[config.mk]
export PLATFORM = sky130hd
export DESIGN_NAME = psum_accum
export DESIGN_NICKNAME = d
export VERILOG_FILES = /design/src/rtl/psum_accum.sv
export SDC_FILE = /design/constraint.sdc
export NUM_CORES = 1
export LEC_CHECK = 0
export BUFFER_PORTS_ARGS = -buffer_cell sky130_fd_sc_hd__buf_2
export CAP_MARGIN = 20
export CORE_ASPECT_RATIO = 0.8
export CORE_MARGIN = 3
export CORE_UTILIZATION = 42
export CTS_CLUSTER_SIZE = 8
export DETAILED_ROUTE_END_ITERATION = 12
export SYNTH_ARGS = -nofsm -noshare
export SYNTH_HDL_FRONTEND = slang
export SYNTH_SLANG_ARGS = --single-unit
[constraint.sdc]
create_clock -name clock -period 7.68 [get_ports clock]
set_input_delay 0.768 -clock clock [delete_from_list [all_inputs] [get_ports clock]]
set_output_delay 0.768 -clock clock [all_outputs]
set_load 0.05 [all_outputs]
[src/rtl/psum_accum.sv]
// Partial-sum accumulator: sums signed products over an in_last-delimited group,
// then rounds, shifts and saturates the sum into a 2-entry valid/ready output buffer.
module psum_accum #(
    parameter int DATA_WID   = 16,
    parameter int ACC_WID    = 40,
    parameter int OUT_WID    = 16,
    parameter int FRAC_SHIFT = 8,
    parameter int CNT_WID    = 8
) (
    input  logic                  clock,
    input  logic                  rst_n,
    input  logic                  clr,
    input  logic [2*DATA_WID-1:0] psum_in,
    input  logic                  in_valid,
    input  logic                  in_last,
    output logic [OUT_WID-1:0]    out_data,
    output logic                  out_sat,
    output logic [CNT_WID-1:0]    out_len,
    output logic                  out_valid,
    input  logic                  out_ready,
    output logic                  err_drop
);

    localparam int RW = ACC_WID + 1;
    localparam logic signed [RW-1:0] HALF    = RW'(64'sd1 <<< (FRAC_SHIFT - 1));
    localparam logic signed [RW-1:0] OUT_MAX = RW'((64'sd1 <<< (OUT_WID - 1)) - 64'sd1);
    localparam logic signed [RW-1:0] OUT_MIN = -OUT_MAX - RW'(1);

    typedef enum logic {IDLE, ACCUM} state_t;

    typedef struct packed {
        logic [OUT_WID-1:0] data;
        logic               sat;
        logic [CNT_WID-1:0] len;
    } entry_t;

    state_t                    state_q, state_d;
    logic signed [ACC_WID-1:0] acc_q, acc_d;
    logic        [CNT_WID-1:0] cnt_q, cnt_d;

    logic signed [ACC_WID-1:0] psum_ext;
    logic signed [ACC_WID-1:0] acc_sum;
    logic        [CNT_WID-1:0] cnt_sum;
    logic signed [RW-1:0]      rnd_w;
    logic signed [RW-1:0]      shr_w;
    entry_t                    new_entry;

    entry_t     head_q, head_d;
    entry_t     tail_q, tail_d;
    logic [1:0] count_q, count_d;
    logic       err_q, err_d;
    logic       push;
    logic       pop;

    // The first beat of a group replaces the accumulator rather than adding to it.
    always_comb begin
        psum_ext = ACC_WID'($signed(psum_in));
        acc_sum  = (state_q == IDLE) ? psum_ext : acc_q + psum_ext;
        if (state_q == IDLE)
            cnt_sum = CNT_WID'(1);
        else if (&cnt_q)
            cnt_sum = cnt_q;
        else
            cnt_sum = cnt_q + CNT_WID'(1);
    end

    always_comb begin
        state_d = state_q;
        acc_d   = acc_q;
        cnt_d   = cnt_q;
        if (in_valid) begin
            acc_d   = acc_sum;
            cnt_d   = cnt_sum;
            state_d = in_last ? IDLE : ACCUM;
        end
    end

    // One extra bit of headroom so the rounding offset can never overflow.
    always_comb begin
        rnd_w          = RW'(acc_sum) + HALF;
        shr_w          = rnd_w >>> FRAC_SHIFT;
        new_entry.len  = cnt_sum;
        new_entry.sat  = 1'b0;
        new_entry.data = OUT_WID'(shr_w);
        if (shr_w > OUT_MAX) begin
            new_entry.data = OUT_WID'(OUT_MAX);
            new_entry.sat  = 1'b1;
        end else if (shr_w < OUT_MIN) begin
            new_entry.data = OUT_WID'(OUT_MIN);
            new_entry.sat  = 1'b1;
        end
    end

    assign push      = in_valid & in_last;
    assign out_valid = (count_q != 2'd0);
    assign pop       = out_valid & out_ready;

    // Head lives in its own register so outputs hold the last head value when empty.
    always_comb begin
        head_d  = head_q;
        tail_d  = tail_q;
        count_d = count_q;
        err_d   = err_q;
        case (count_q)
            2'd0: begin
                if (push) begin
                    head_d  = new_entry;
                    count_d = 2'd1;
                end
            end
            2'd1: begin
                if (push && pop) begin
                    head_d = new_entry;
                end else if (push) begin
                    tail_d  = new_entry;
                    count_d = 2'd2;
                end else if (pop) begin
                    count_d = 2'd0;
                end
            end
            default: begin
                if (push && pop) begin
                    head_d = tail_q;
                    tail_d = new_entry;
                end else if (push) begin
                    err_d = 1'b1;
                end else if (pop) begin
                    head_d  = tail_q;
                    count_d = 2'd1;
                end
            end
        endcase
    end

    always_ff @(posedge clock or negedge rst_n) begin
        if (!rst_n) begin
            state_q <= IDLE;
            acc_q   <= '0;
            cnt_q   <= '0;
            head_q  <= '0;
            tail_q  <= '0;
            count_q <= 2'd0;
            err_q   <= 1'b0;
        end else if (clr) begin
            state_q <= IDLE;
            acc_q   <= '0;
            cnt_q   <= '0;
            head_q  <= '0;
            count_q <= 2'd0;
            err_q   <= 1'b0;
        end else begin
            state_q <= state_d;
            acc_q   <= acc_d;
            cnt_q   <= cnt_d;
            head_q  <= head_d;
            tail_q  <= tail_d;
            count_q <= count_d;
            err_q   <= err_d;
        end
    end

    assign out_data = head_q.data;
    assign out_sat  = head_q.sat;
    assign out_len  = head_q.len;
    assign err_drop = err_q;

endmodule

* Yosys cells after proc, flatten, opt, wreduce, memory -nomap -nowiden
Index checks and enable logic that the tools add are counted.
** Storage, ports and cells
- Bits in writable memories :: 0
- Memory bits (read-only) :: 0
- Memories :: 0
- Output and inout bits :: 27
- Latch bits :: 0
- Word-level logic and storage cells :: 79
- Register bits :: 102
** Operators by class
- Order comparisons :: 2
- Reduce and logical (&&, ||, !) cells :: 13
- Divide/modulo/power cells :: 0
- Muxes and demuxes :: 34
- Bitwise operators :: 4
- Shift-type cells :: 0
- Equality and inequality tests :: 12
- $add $sub $neg :: 3
- Multipliers :: 0
** Operators with widths (count)
- two-way mux 25 bit :: 7
- two-way mux 40 bit :: 3
- case mux 25 bit (2 select lines) :: 2
- adder 40 x 9 -> 41 bit (second input constant) :: 1
- adder 40 x 32 -> 40 bit :: 1
- two-way mux 17 bit :: 2
- > comparator 33 x 16 -> 1 bit (second input constant) :: 1
- < comparator 33 x 16 -> 1 bit (second input constant) :: 1
- two-way mux 8 bit :: 4
- two-way mux 2 bit :: 8
- != test 3 bit (second input constant) :: 3
- adder 8 x 1 -> 8 bit (second input constant) :: 1
- != test 4 x 2 -> 1 bit (second input constant) :: 2
- AND reduction 8 bit :: 1
- nonzero test 2 bit :: 4
- two-way mux 1 bit :: 7
- != test 2 bit (second input constant) :: 3
- AND reduction 6 bit :: 1
- AND reduction 5 bit :: 1
- != test 4 bit (second input constant) :: 1
- case mux 2 bit (2 select lines) :: 1
- AND reduction 4 bit :: 1
- nonzero test 4 bit :: 1
- != test 3 x 2 -> 1 bit (second input constant) :: 1
- 8 further kinds :: 10

* Longest topological paths before layout
Gate-level depths: netlist of the first run.
- Word-level depth :: 9
- Gate-level depth with buffers :: 20
- Depth with buffers taken out :: 17

* Worst setup path before layout of the first run
No wires, ideal clock.
- Path type :: input -> register
- Start :: input port psum_in[0]
- End :: register head_q, in the netlist out_data[10]
- Required time :: 7543 ps
- Path buffers :: 1
- Data arrival time :: 5373 ps
- Setup slack :: 2169 ps
- Stages :: 16
- Cells stage by stage :: ha_1 -> fa_1 -> a21o_1 -> a221o_1 -> a31o_2 -> a2111oi_4 -> nor3_2 -> or2_4 -> or3_4 -> or4_4 -> or3_1 -> a211o_1 -> or4b_4 -> o21ai_4 -> buf_6 -> o221ai_2
** On the way
- Longest elaborated chain between the ends :: 9
- Elaborated cells between the ends (all ways) :: 11
** Ends and longest elaborated chain
- from (decl) :: line 13 : input logic [2*DATA_WID-1:0] psum_in,
- adder 40 x 32 -> 40 bit :: line 58 : acc_sum = (state_q == IDLE) ? psum_ext : acc_q + psum_ext;
- two-way mux 40 bit (*) :: line 58
- adder 40 x 9 -> 41 bit (*) :: line 80 : rnd_w = RW'(acc_sum) + HALF;
- < comparator 33 x 16 -> 1 bit :: line 88 : end else if (shr_w < OUT_MIN) begin
- two-way mux 17 bit :: line 88
- two-way mux 17 bit (*) :: line 85 : if (shr_w > OUT_MAX) begin
- two-way mux 25 bit, on equally long branches :: line 112, 106
- case mux 25 bit (2 select lines) (*) :: line 104 : case (count_q)
- two-way mux 25 bit (*) :: line 144 : end else if (clr) begin
- to (signal assigned) :: line 140 : head_q <= '0;
- to (signal assigned) :: line 148 : head_q <= '0;
- to (signal assigned) :: line 155 : head_q <= head_d;
- to (decl) :: line 48 : entry_t head_q, head_d;
Mark *: on every way between the ends. The rest lies on a longest branch, timed or not. The select of a mux whose other input is x is not followed.
A chain may end at the register's enable or synchronous reset.

* Final worst setup path of the first run
- Start :: input port psum_in[0]
- End :: register tail_q[11] (netlist name)
** On the way
- Longest elaborated chain between the ends :: 9
- Elaborated cells between the ends (all ways) :: 11
** Ends and longest elaborated chain
- adder 40 x 32 -> 40 bit :: line 58
- two-way mux 40 bit (*) :: line 58
- adder 40 x 9 -> 41 bit (*) :: line 80
- < comparator 33 x 16 -> 1 bit :: line 88
- two-way mux 17 bit :: line 88
- two-way mux 17 bit (*) :: line 85
- two-way mux 25 bit :: line 114 : end else if (push) begin
- two-way mux 25 bit :: line 112 : if (push && pop) begin
- case mux 25 bit (2 select lines) (*) :: line 104
- to (signal assigned) :: line 156 : tail_q <= tail_d;
- to (decl) :: line 49 : entry_t tail_q, tail_d;
Marked as above.

==> run metrics, run 1 <==
Post-Syn Area=0.00873 sq mm; Worst IR Drop VDD=0.0992 mV; Worst Tran Pin Value=0.965 ns; Crit path max-delay family=compound AO/OA/AOI/OAI gates; Final Hold Fails=0; Tot Pwr=1.79 mW; Clock Tree Buf Depth=2; Core Area=0.0201 sq mm; Yosys cell types=87; initial antenna violation count=0; detailed-placement wirelength estimate=20600 um; Area after DPL=0.00922 sq mm; crit path time final=6.20 ns; R2R setup slack=1.60 ns; Seq/Total Area, Yosys=29.2%; row cnt=46; First-pass DRT Iterations=5; Num CTS Buffers=9; Mapped Cells=1087; post-route cell area=0.00954 sq mm; post-CTS resize count=0; WL/cell=20.1 um; worst reg2reg startpoint=acc_q[0]; Skew-Pair Late Insertion Delay=0.37 ns; crit path max fanout=13; Post-CTS Hold Buffers=0; Post-Route Skew=0.0126 ns; vias per cell=6.33; status=finished, final reports clean; P per Cell Area=187 mW/mm^2; critical path endpoint category=flip-flop; Worst EP required=7.93 ns; Final period util=80.7%; clk root buf=clkbuf_16; GRT Util Overall=24.0%; crit-path cells=buf_2 > ha_1 > fa_1 > a21o_1 > a221o_1 > a211oi_1 > o21bai_1 > xor2_1 > a31oi_1 > or3_1 > or3_1 > o41ai_1 > nand4_1 > nor4_2 > nor2_1 > o311ai_1; IO Count=65; Seq pwr share=36.0%; height of the die=135 um; die area=0.0226 sq mm; combinational share of power=36.3%; Buffers on Ports=64; clock sink total=102; Final Non-Filler Cells=1381; Worst Hold Class=input port to asynchronous set/reset pin; Synth async-reset ratio=100%; pin count of the biggest net entering global routing=78; # setup viols final=0; sw frac=41.3%; Startpoint Class=input port; Synth Flop Type=dfrtp_1; worst r2r path cells=15; Area Growth Syn to Fin=9.29%; Leak=4.05 nW; n_diodes=0; initial DRC count=809; CP max stage delay=0.67 ns; Critical-path top delay cell=nor4_2; Setup TNS Final=0 ns; Final GP Congestion=0.955; Net Count, Synth=1167; cell total after placement=1364; DRT antenna net count=0; Synthesis Warnings=0; Rel. slew slack=35.3%; Starting Density=43.5%; post-synthesis register bit count=102; Int Pwr=1.05 mW; clock-pin transition on the worst setup and hold timing paths=0.09 ns; CP Class=input port to flip-flop; Final Max Tran Viols=0; highest clock rate=161 MHz; Syn Area/Cell=8.03 sq um; share of cells above drive strength 1=12.4%; maxcap violations=0; first-pass GRT wire length=43800 um; RSZ-0062 raised after global routing=no; Critical R2R Capture=tail_q[11]; Die W=167 um; Final #Nets=1192; worst path arrival time=6.45 ns; worst hold slack=0.378 ns; CP bufs+invs=1; Most common cell on crit path=or3_1; vias in the first global route=7882; GR Overflow Total=0; Clk pwr share=27.6%; H-tree depth=3; CTS tree=built; DRC=0; post-CTS setup buffer count=0; switching power of the nets=0.738 mW; Routed WL=27800 um; Post-synth EDFFs=0; vias=8740
==> synth_stat cells (all sizes together) (4+ instances only) <==
cell | count | share of area (%)
o221ai | 13 | 1.6
nand4 | 23 | 1.6
a211oi | 40 | 3.5
nor4 | 17 | 1.3
o21a | 4 | 0.34
o311ai | 15 | 1.5
nor3 | 38 | 2.2
and2 | 10 | 0.72
clkbuf | 49 | 2.1
mux2i | 23 | 2.6
xor2 | 21 | 2.1
nor2 | 117 | 5.0
or3 | 9 | 0.70
o211ai | 11 | 1.1
a22oi | 19 | 1.6
ha | 41 | 5.9
and3 | 19 | 1.4
inv | 17 | 0.73
o31ai | 7 | 0.60
o21ai | 66 | 4.0
or2 | 8 | 0.60
nor4b | 4 | 0.40
a2111oi | 4 | 0.62
a22o | 13 | 1.3
a21oi | 79 | 4.6
a31o | 6 | 0.60
mux2 | 5 | 0.65
and4 | 12 | 1.2
a211o | 6 | 0.60
nand2b | 10 | 0.72
buf | 16 | 0.96
dfrtp | 102 | 29
nor2b | 12 | 0.86
a31oi | 17 | 1.2
nand3 | 23 | 1.3
a21o | 11 | 0.95
nand2 | 121 | 5.2
xnor2 | 20 | 2.0
a21boi | 5 | 0.43
o21bai | 4 | 0.34
==> routing by layer <==
layer	GRT usage, %	vias up	share of wire (%)
met5	0	-	0
met4	6.63	0	2.4
met3	4.45	42	6.1
met2	36.6	295	44
met1	35.1	4212	47
li1	-	4191	-
==> metrics by stage <==
stage	utilization (%)	setup WS [ns]
detailed placement	45.9	1.20
floorplan	-	2.17
finish	47.5	1.48
global route	47.5	1.28
global placement	45.9	1.35
CTS	47.5	1.60
==> power by group through the flow <==
stage	combinational (mW)	clock [mW]	sequential, mW
after floorplan	0.415	0	0.692
after global placement	0.634	0	0.653
after detailed placement	0.637	0	0.653
after CTS	0.640	0.509	0.644
after global routing	0.707	0.523	0.650
final	0.649	0.494	0.644
==> sequential cells by signal, summed over array words and instances (netlist names) <==
name      cells
err_drop      1
state_q       1
out_len       8
out_data     16
acc_q        40
out_sat       1
cnt_q         8
tail_q       25
count_q       2
==> worst max path at each step <==
stage / slack, ns / to / start / cells past startpoint
2_1_floorplan: 2.17 / out_data[10] / psum_in[0] / 16
3_3_place_gp: 1.35 / tail_q[9] / psum_in[0] / 16
3_5_place_dp: 1.20 / tail_q[9] / psum_in[0] / 16
4_1_cts: 1.60 / tail_q[11] / psum_in[0] / 16
5_1_grt: 1.28 / tail_q[11] / psum_in[0] / 16
6_report: 1.48 / tail_q[11] / psum_in[0] / 16
==> final cells by class <==
type                    count  area, sq um
repair buffers             79          433
multi-input cells         902         5840
well taps                 264          330
clock inverters             7         86.3
inverters                  18         67.6
fillers                  2012        10500
clock buffers               9          225
flip-flops and latches    102         2550
==> cells in the final DEF, fill, tap and decap left out, drive strengths merged, types with 38 or more instances in the layout <==
master and instances:
o21ai 66, a211oi 40, a21oi 79, nor3 38
ha 41, buf 78, dfrtp 102, nor2 117
nand2 121
==> worst register-to-register path, cell delays in order, from the launching register on <==
cell and delay, ns:
dfrtp_1 0.39, ha_1 0.23, fa_1 0.41, a21o_1 0.22
a221o_1 0.41, a211oi_1 0.53, o21bai_1 0.20, xor2_1 0.24
a31oi_1 0.25, or3_1 0.52, or3_1 0.45, o41ai_1 0.47
nand4_1 0.19, nor4_2 0.67, nor2_1 0.39, o311ai_1 0.40
==> kinds of logic after synthesis <==
family / count (synthesis) / synth area share (%)
buf+inv: 83 / 3.84
compound gates: 357 / 29.0
flops: 102 / 29.2
mux: 28 / 3.28
xor+xnor: 41 / 4.11
fa+ha+maj: 42 / 6.11
simple gates: 434 / 24.5
Power figures use the tool's default switching activity.
==> inputs of run 2 (changes only) <==
clock period = 6.51 ns   (was 7.68 ns; I/O delays follow)
==> run 2 against run 1 <==
  * Critical path depth grew 1
  * Design area is 1.2% higher
  * First-iteration DRC count up 23%
  * Highest routed layer unchanged
  * Largest cell class unchanged
  * Power grew 19%
  * Combinational power is 21% higher
  * Utilization is 0.55 points higher
  * Largest power group unchanged
  * Count of clock-buffer cells in the layout is the same
  * Sequential share of layout area is 0.31 points lower
  * Setup slack lost 0.82 ns
  * Sequential cell count did not move
==> run metrics, run 2 (synthesis gave the netlist of run 1 again) <==
status=finished, final reports clean; worst path arrival time=6.10 ns; max FFs per register=40; Final Max Tran Viols=0; DRT antenna net count=0; critical path endpoint category=flip-flop; worst slack at placement=0.370 ns; First-pass DRT Iterations=5; share of cells above drive strength 1=13.4%; FILL cells=2021; Core Area=0.0201 sq mm; worst hold slack=0.249 ns; initial antenna violation count=0; Startpoint Class=input port; Skew-Pair Late Insertion Delay=0.37 ns; Clk pwr share=27.4%; first-pass GRT wire length=45700 um; Worst Hold Class=input port to asynchronous set/reset pin; Int Pwr=1.25 mW; combinational share of power=37.0%; clock-pin transition on the worst setup and hold timing paths=0.08 ns; CTS tree=built; IO Count=65; Starting Density=43.5%; H-tree depth=3; Final Non-Filler Cells=1395; # setup viols final=0; maxcap violations=0; RSZ-0062 raised after global routing=no; crit path max fanout=13; Worst EP required=6.75 ns; clock sink total=102; post-CTS setup buffer count=0; initial DRC count=999; Setup TNS Final=0 ns; height of the die=135 um; vias in the first global route=8259; Routed WL=28200 um; P per Cell Area=220 mW/mm^2; n_diodes=0; Leak=4.11 nW; Die W=167 um; GR Overflow Total=0; Worst Slack Setup Final=0.659 ns; Area Growth Syn to Fin=10.6%; Final #Nets=1206; Final Hold Fails=0; DRC=0; commonest non-fill, non-tap cell in the layout=nand2_1; Worst IR Drop VDD=0.122 mV; Num CTS Buffers=9; Post-CTS Hold Buffers=0; vias=8858; Seq pwr share=35.6%; Buffers on Ports=64; CP Class=input port to flip-flop; register with the highest flop count=acc_q; most frequent cells in the layout=nand2_1 (121), nor2_1 (116), dfrtp_1 (101); Worst Tran Pin Value=0.884 ns; clk root buf=clkbuf_16; vias per cell=6.35; WL/cell=20.2 um; cell total after placement=1379; Rel. slew slack=41.1%; row cnt=46; die area=0.0226 sq mm; switching power of the nets=0.873 mW; Clock Tree Buf Depth=2; post-CTS resize count=0; Final GP Congestion=0.940; highest clock rate=171 MHz; pin count of the biggest net entering global routing=77; sw frac=41.2%; Core Util, Final=48.0%; Post-Route Skew=0.0166 ns; GRT Util Overall=25.0%; Final period util=89.9%; crit path time final=5.85 ns; detailed-placement wirelength estimate=21100 um
[run 2: cell types whose count changed in the layout (fill, tap and decap cells not counted), sizes merged]
cell | previous run | this run
buf | 78 | 93
clkbuf | 10 | 9
clkinv | 4 | 5
clkinvlp | 0 | 1
inv | 21 | 19
[run 2: through the flow]
| stage | power, mW | instance area (sq um) |
|---|---|---|
| 6_report | 2.12 | 9650 |
| 5_1_grt | 2.24 | 9650 |
| 4_1_cts | 2.13 | 9650 |
| 3_5_place_dp | 1.54 | 9340 |
| 3_3_place_gp | 1.53 | 9340 |
| 2_1_floorplan | 1.31 | 8730 |
[run 2: power by group through the flow]
stage | Clock [mW] | Sequential, mW | Combinational, mW
after CTS | 0.598 | 0.755 | 0.775
after detailed placement | 0 | 0.767 | 0.772
after global placement | 0 | 0.767 | 0.768
after global routing | 0.618 | 0.764 | 0.860
final | 0.580 | 0.755 | 0.785
after floorplan | 0 | 0.816 | 0.489
[run 2: metal layers]
| metal | vias up | GRT usage [%] | wire [um] |
|---|---|---|---|
| met5 | - | 0 | 0 |
| met4 | 0 | 7.77 | 807 |
| met3 | 57 | 4.57 | 2110 |
| met2 | 347 | 38.1 | 12400 |
| met1 | 4233 | 36.1 | 13000 |
| li1 | 4221 | - | - |
[run 2: final timing paths]
path | from | end | slack, ns | depth (start not counted)
worst max register to register | acc_q[0] | tail_q[9] | 0.67 | 16
min in group clock | tail_q[4] | tail_q[4] | 0.48 | 2
worst max-delay path | psum_in[0] | tail_q[9] | 0.66 | 17
max in group asynchronous | rst_n | state_q | 4.93 | 2
worst min register to register | tail_q[4] | tail_q[4] | 0.48 | 2
worst min-delay path | rst_n | acc_q[31] | 0.25 | 1
[run 2: final cells by class]
type	count	area (sq um)	area share (%)
multi-input combinational	902	5840	60.5
sequential	102	2550	26.5
timing repair buffer	93	541	5.60
tap	264	330	3.42
clock buffer	9	225	2.33
clock inverter	7	90.1	0.933
inverter	18	67.6	0.700
[run 2: critical path, cell delays in order]
cell and delay [ns]:
buf_2 0.10, ha_1 0.24, fa_1 0.41, a21o_1 0.22, a221o_1 0.40, a211oi_1 0.47
o21bai_1 0.19, xor2_1 0.26, a31oi_1 0.25, or3_1 0.50, or3_1 0.43, o41ai_1 0.49
nand4_1 0.19, nor4_2 0.66, nor2_1 0.08, buf_4 0.21, o311ai_0 0.33
==> inputs of run 3 (changes only) <==
CTS_BUF_LIST = sky130_fd_sc_hd__clkbuf_2   (was unset)
SLEW_MARGIN = 20   (was unset)
==> run 3 against run 2 <==
  * Register-to-register slack got worse by 0.02 ns
  * Hold slack worse by 0.0021 ns
  * Utilization fell by 0.85 points
  * Critical path depth decreased by 1
  * Sequential power about the same
  * Maximum frequency is essentially flat
  * First-iteration DRC count fell by 3.7%
  * Sequential share of layout area grew 0.47 points
  * Non-clock buffer count up 1
  * Via count shrank 0.24%
  * Count of clock-buffer cells in the layout unchanged
  * Clock power is 40% lower
  * Critical path type is now flip-flop to flip-flop
==> run metrics, run 3 (synthesis gave the netlist of run 1 again) <==
Die W=167 um; first-pass GRT wire length=45600 um; RSZ-0062 raised after global routing=no; Starting Density=43.5%; Worst EP required=7.07 ns; H-tree depth=3; maxcap violations=0; Worst IR Drop VDD=0.0965 mV; Min-Delay Path Depth=3; Multi-input gate area=0.00584 sq mm; Area after DPL=0.00934 sq mm; Worst Hold Class=input port to flip-flop; most frequent cells in the layout=nand2_1 (121), nor2_1 (116), dfrtp_1 (101); Hold EP=acc_q[7]; initial antenna violation count=0; Buffers on Ports=64; row cnt=46; WL/cell=20.2 um; P per Cell Area=200 mW/mm^2; Area Growth Syn to Fin=8.62%; share of cells above drive strength 1=13.4%; Critical R2R Capture=tail_q[9]; post-CTS setup buffer count=0; clk root buf=clkbuf_2; max FFs per register=40; Num CTS Buffers=9; Worst Tran Pin Value=0.872 ns; worst reg2reg startpoint=acc_q[0]; worst slack at placement=0.370 ns; Final period util=89.9%; DRT antenna net count=0; status=finished, final reports clean; die area=0.0226 sq mm; Hold Crit Start=psum_in[7]; Routed WL=28200 um; Reg area=0.00255 sq mm; Rel. slew slack=41.9%; critical path endpoint category=flip-flop; Startpoint Class=flip-flop; Setup TNS Final=0 ns; Final Max Tran Viols=0; n_diodes=0; height of the die=135 um; Final #Nets=1207; CTS tree=built; clock sink total=102; GR Overflow Total=0; Worst Slack Setup Final=0.655 ns; highest clock rate=171 MHz; Final GP Congestion=0.940; post-route cell area=0.00948 sq mm; R2R setup slack=0.65 ns; detailed-placement wirelength estimate=21100 um; Leak=4.04 nW; CP Class=flip-flop to flip-flop; vias=8837; Final Hold Fails=0; worst hold slack=0.247 ns; vias per cell=6.33; initial DRC count=962; # setup viols final=0; worst r2r path cells=16; crit path time final=5.86 ns; IO Count=65; GRT Util Overall=24.9%; post-CTS resize count=0; Core Area=0.0201 sq mm; First-pass DRT Iterations=5; crit path max fanout=13; Skew-Pair Late Insertion Delay=0.67 ns; pin count of the biggest net entering global routing=77; vias in the first global route=8269; Post-Route Skew=0.0601 ns; FILL cells=2036; worst path arrival time=6.42 ns; Core Util, Final=47.2%; clock-pin transition on the worst setup and hold timing paths=0.37 ns; Clock Tree Buf Depth=2; register with the highest flop count=acc_q; commonest non-fill, non-tap cell in the layout=nand2_1; DRC=0
## run 3: how the worst max path moves through the flow
stage               slack [ns]  cells after the start      endpoint       start
floorplan                 1.12                     16  out_data[10]  psum_in[0]
CTS                       0.71                     16     tail_q[9]    acc_q[0]
global route              0.30                     16    tail_q[15]    acc_q[0]
finish                    0.65                     16     tail_q[9]    acc_q[0]
detailed placement        0.37                     17     tail_q[9]  psum_in[0]
global placement          0.46                     17     tail_q[9]  psum_in[0]
## run 3: critical path: stages, from the launching register on
cell and delay (ns):
dfrtp_1 0.47, ha_1 0.23, fa_1 0.41, a21o_1 0.22, a221o_1 0.40, a211oi_1 0.45, o21bai_1 0.18, xor2_1 0.27
a31oi_1 0.26, or3_1 0.50, or3_1 0.43, o41ai_1 0.47, nand4_1 0.19, nor4_2 0.64, nor2_1 0.08, buf_4 0.21
o311ai_0 0.33
## run 3: area by class of cell
class                      count  share of cell area (%)
timing repair buffer          94                    5.81
clock inverter                 7                   0.950
clock buffer                   9                   0.475
tap                          264                    3.48
multi-input combinational    902                    61.6
sequential                   102                    26.9
inverter                      18                   0.713
## run 3: per-layer routing
layer  track usage [%]  routed length [um]  up-vias  share of wire [%]
li1                  -                   -     4212                  -
met2              38.1               12500      348                 44
met3              4.71                1870       55                6.6
met1              35.8               13000     4222                 46
met5                 0                   0        -                  0
met4              7.68                 819        0                2.9
## run 3: where the power goes
group	switching [mW]	leakage, nW	total (mW)	internal, mW
Sequential	0.0486	1.33	0.757	0.708
Clock	0.280	0.0742	0.349	0.0691
Combinational	0.523	2.63	0.786	0.263
Total	0.852	4.04	1.89	1.04
## run 3: timing repair
item | CTS | global route
setup endpoints to repair | 0 | 0
hold buffers | 1 | 0
hold endpoints to repair | 41 | 0
## run 3: stage by stage
| stage | instances | total power, mW |
|---|---|---|
| 2_1_floorplan | 1087 | 1.31 |
| 3_3_place_gp | 1379 | 1.53 |
| 3_5_place_dp | 1379 | 1.54 |
| 4_1_cts | 1396 | 1.90 |
| 5_1_grt | 1396 | 2.01 |
| 6_report | 1396 | 1.89 |
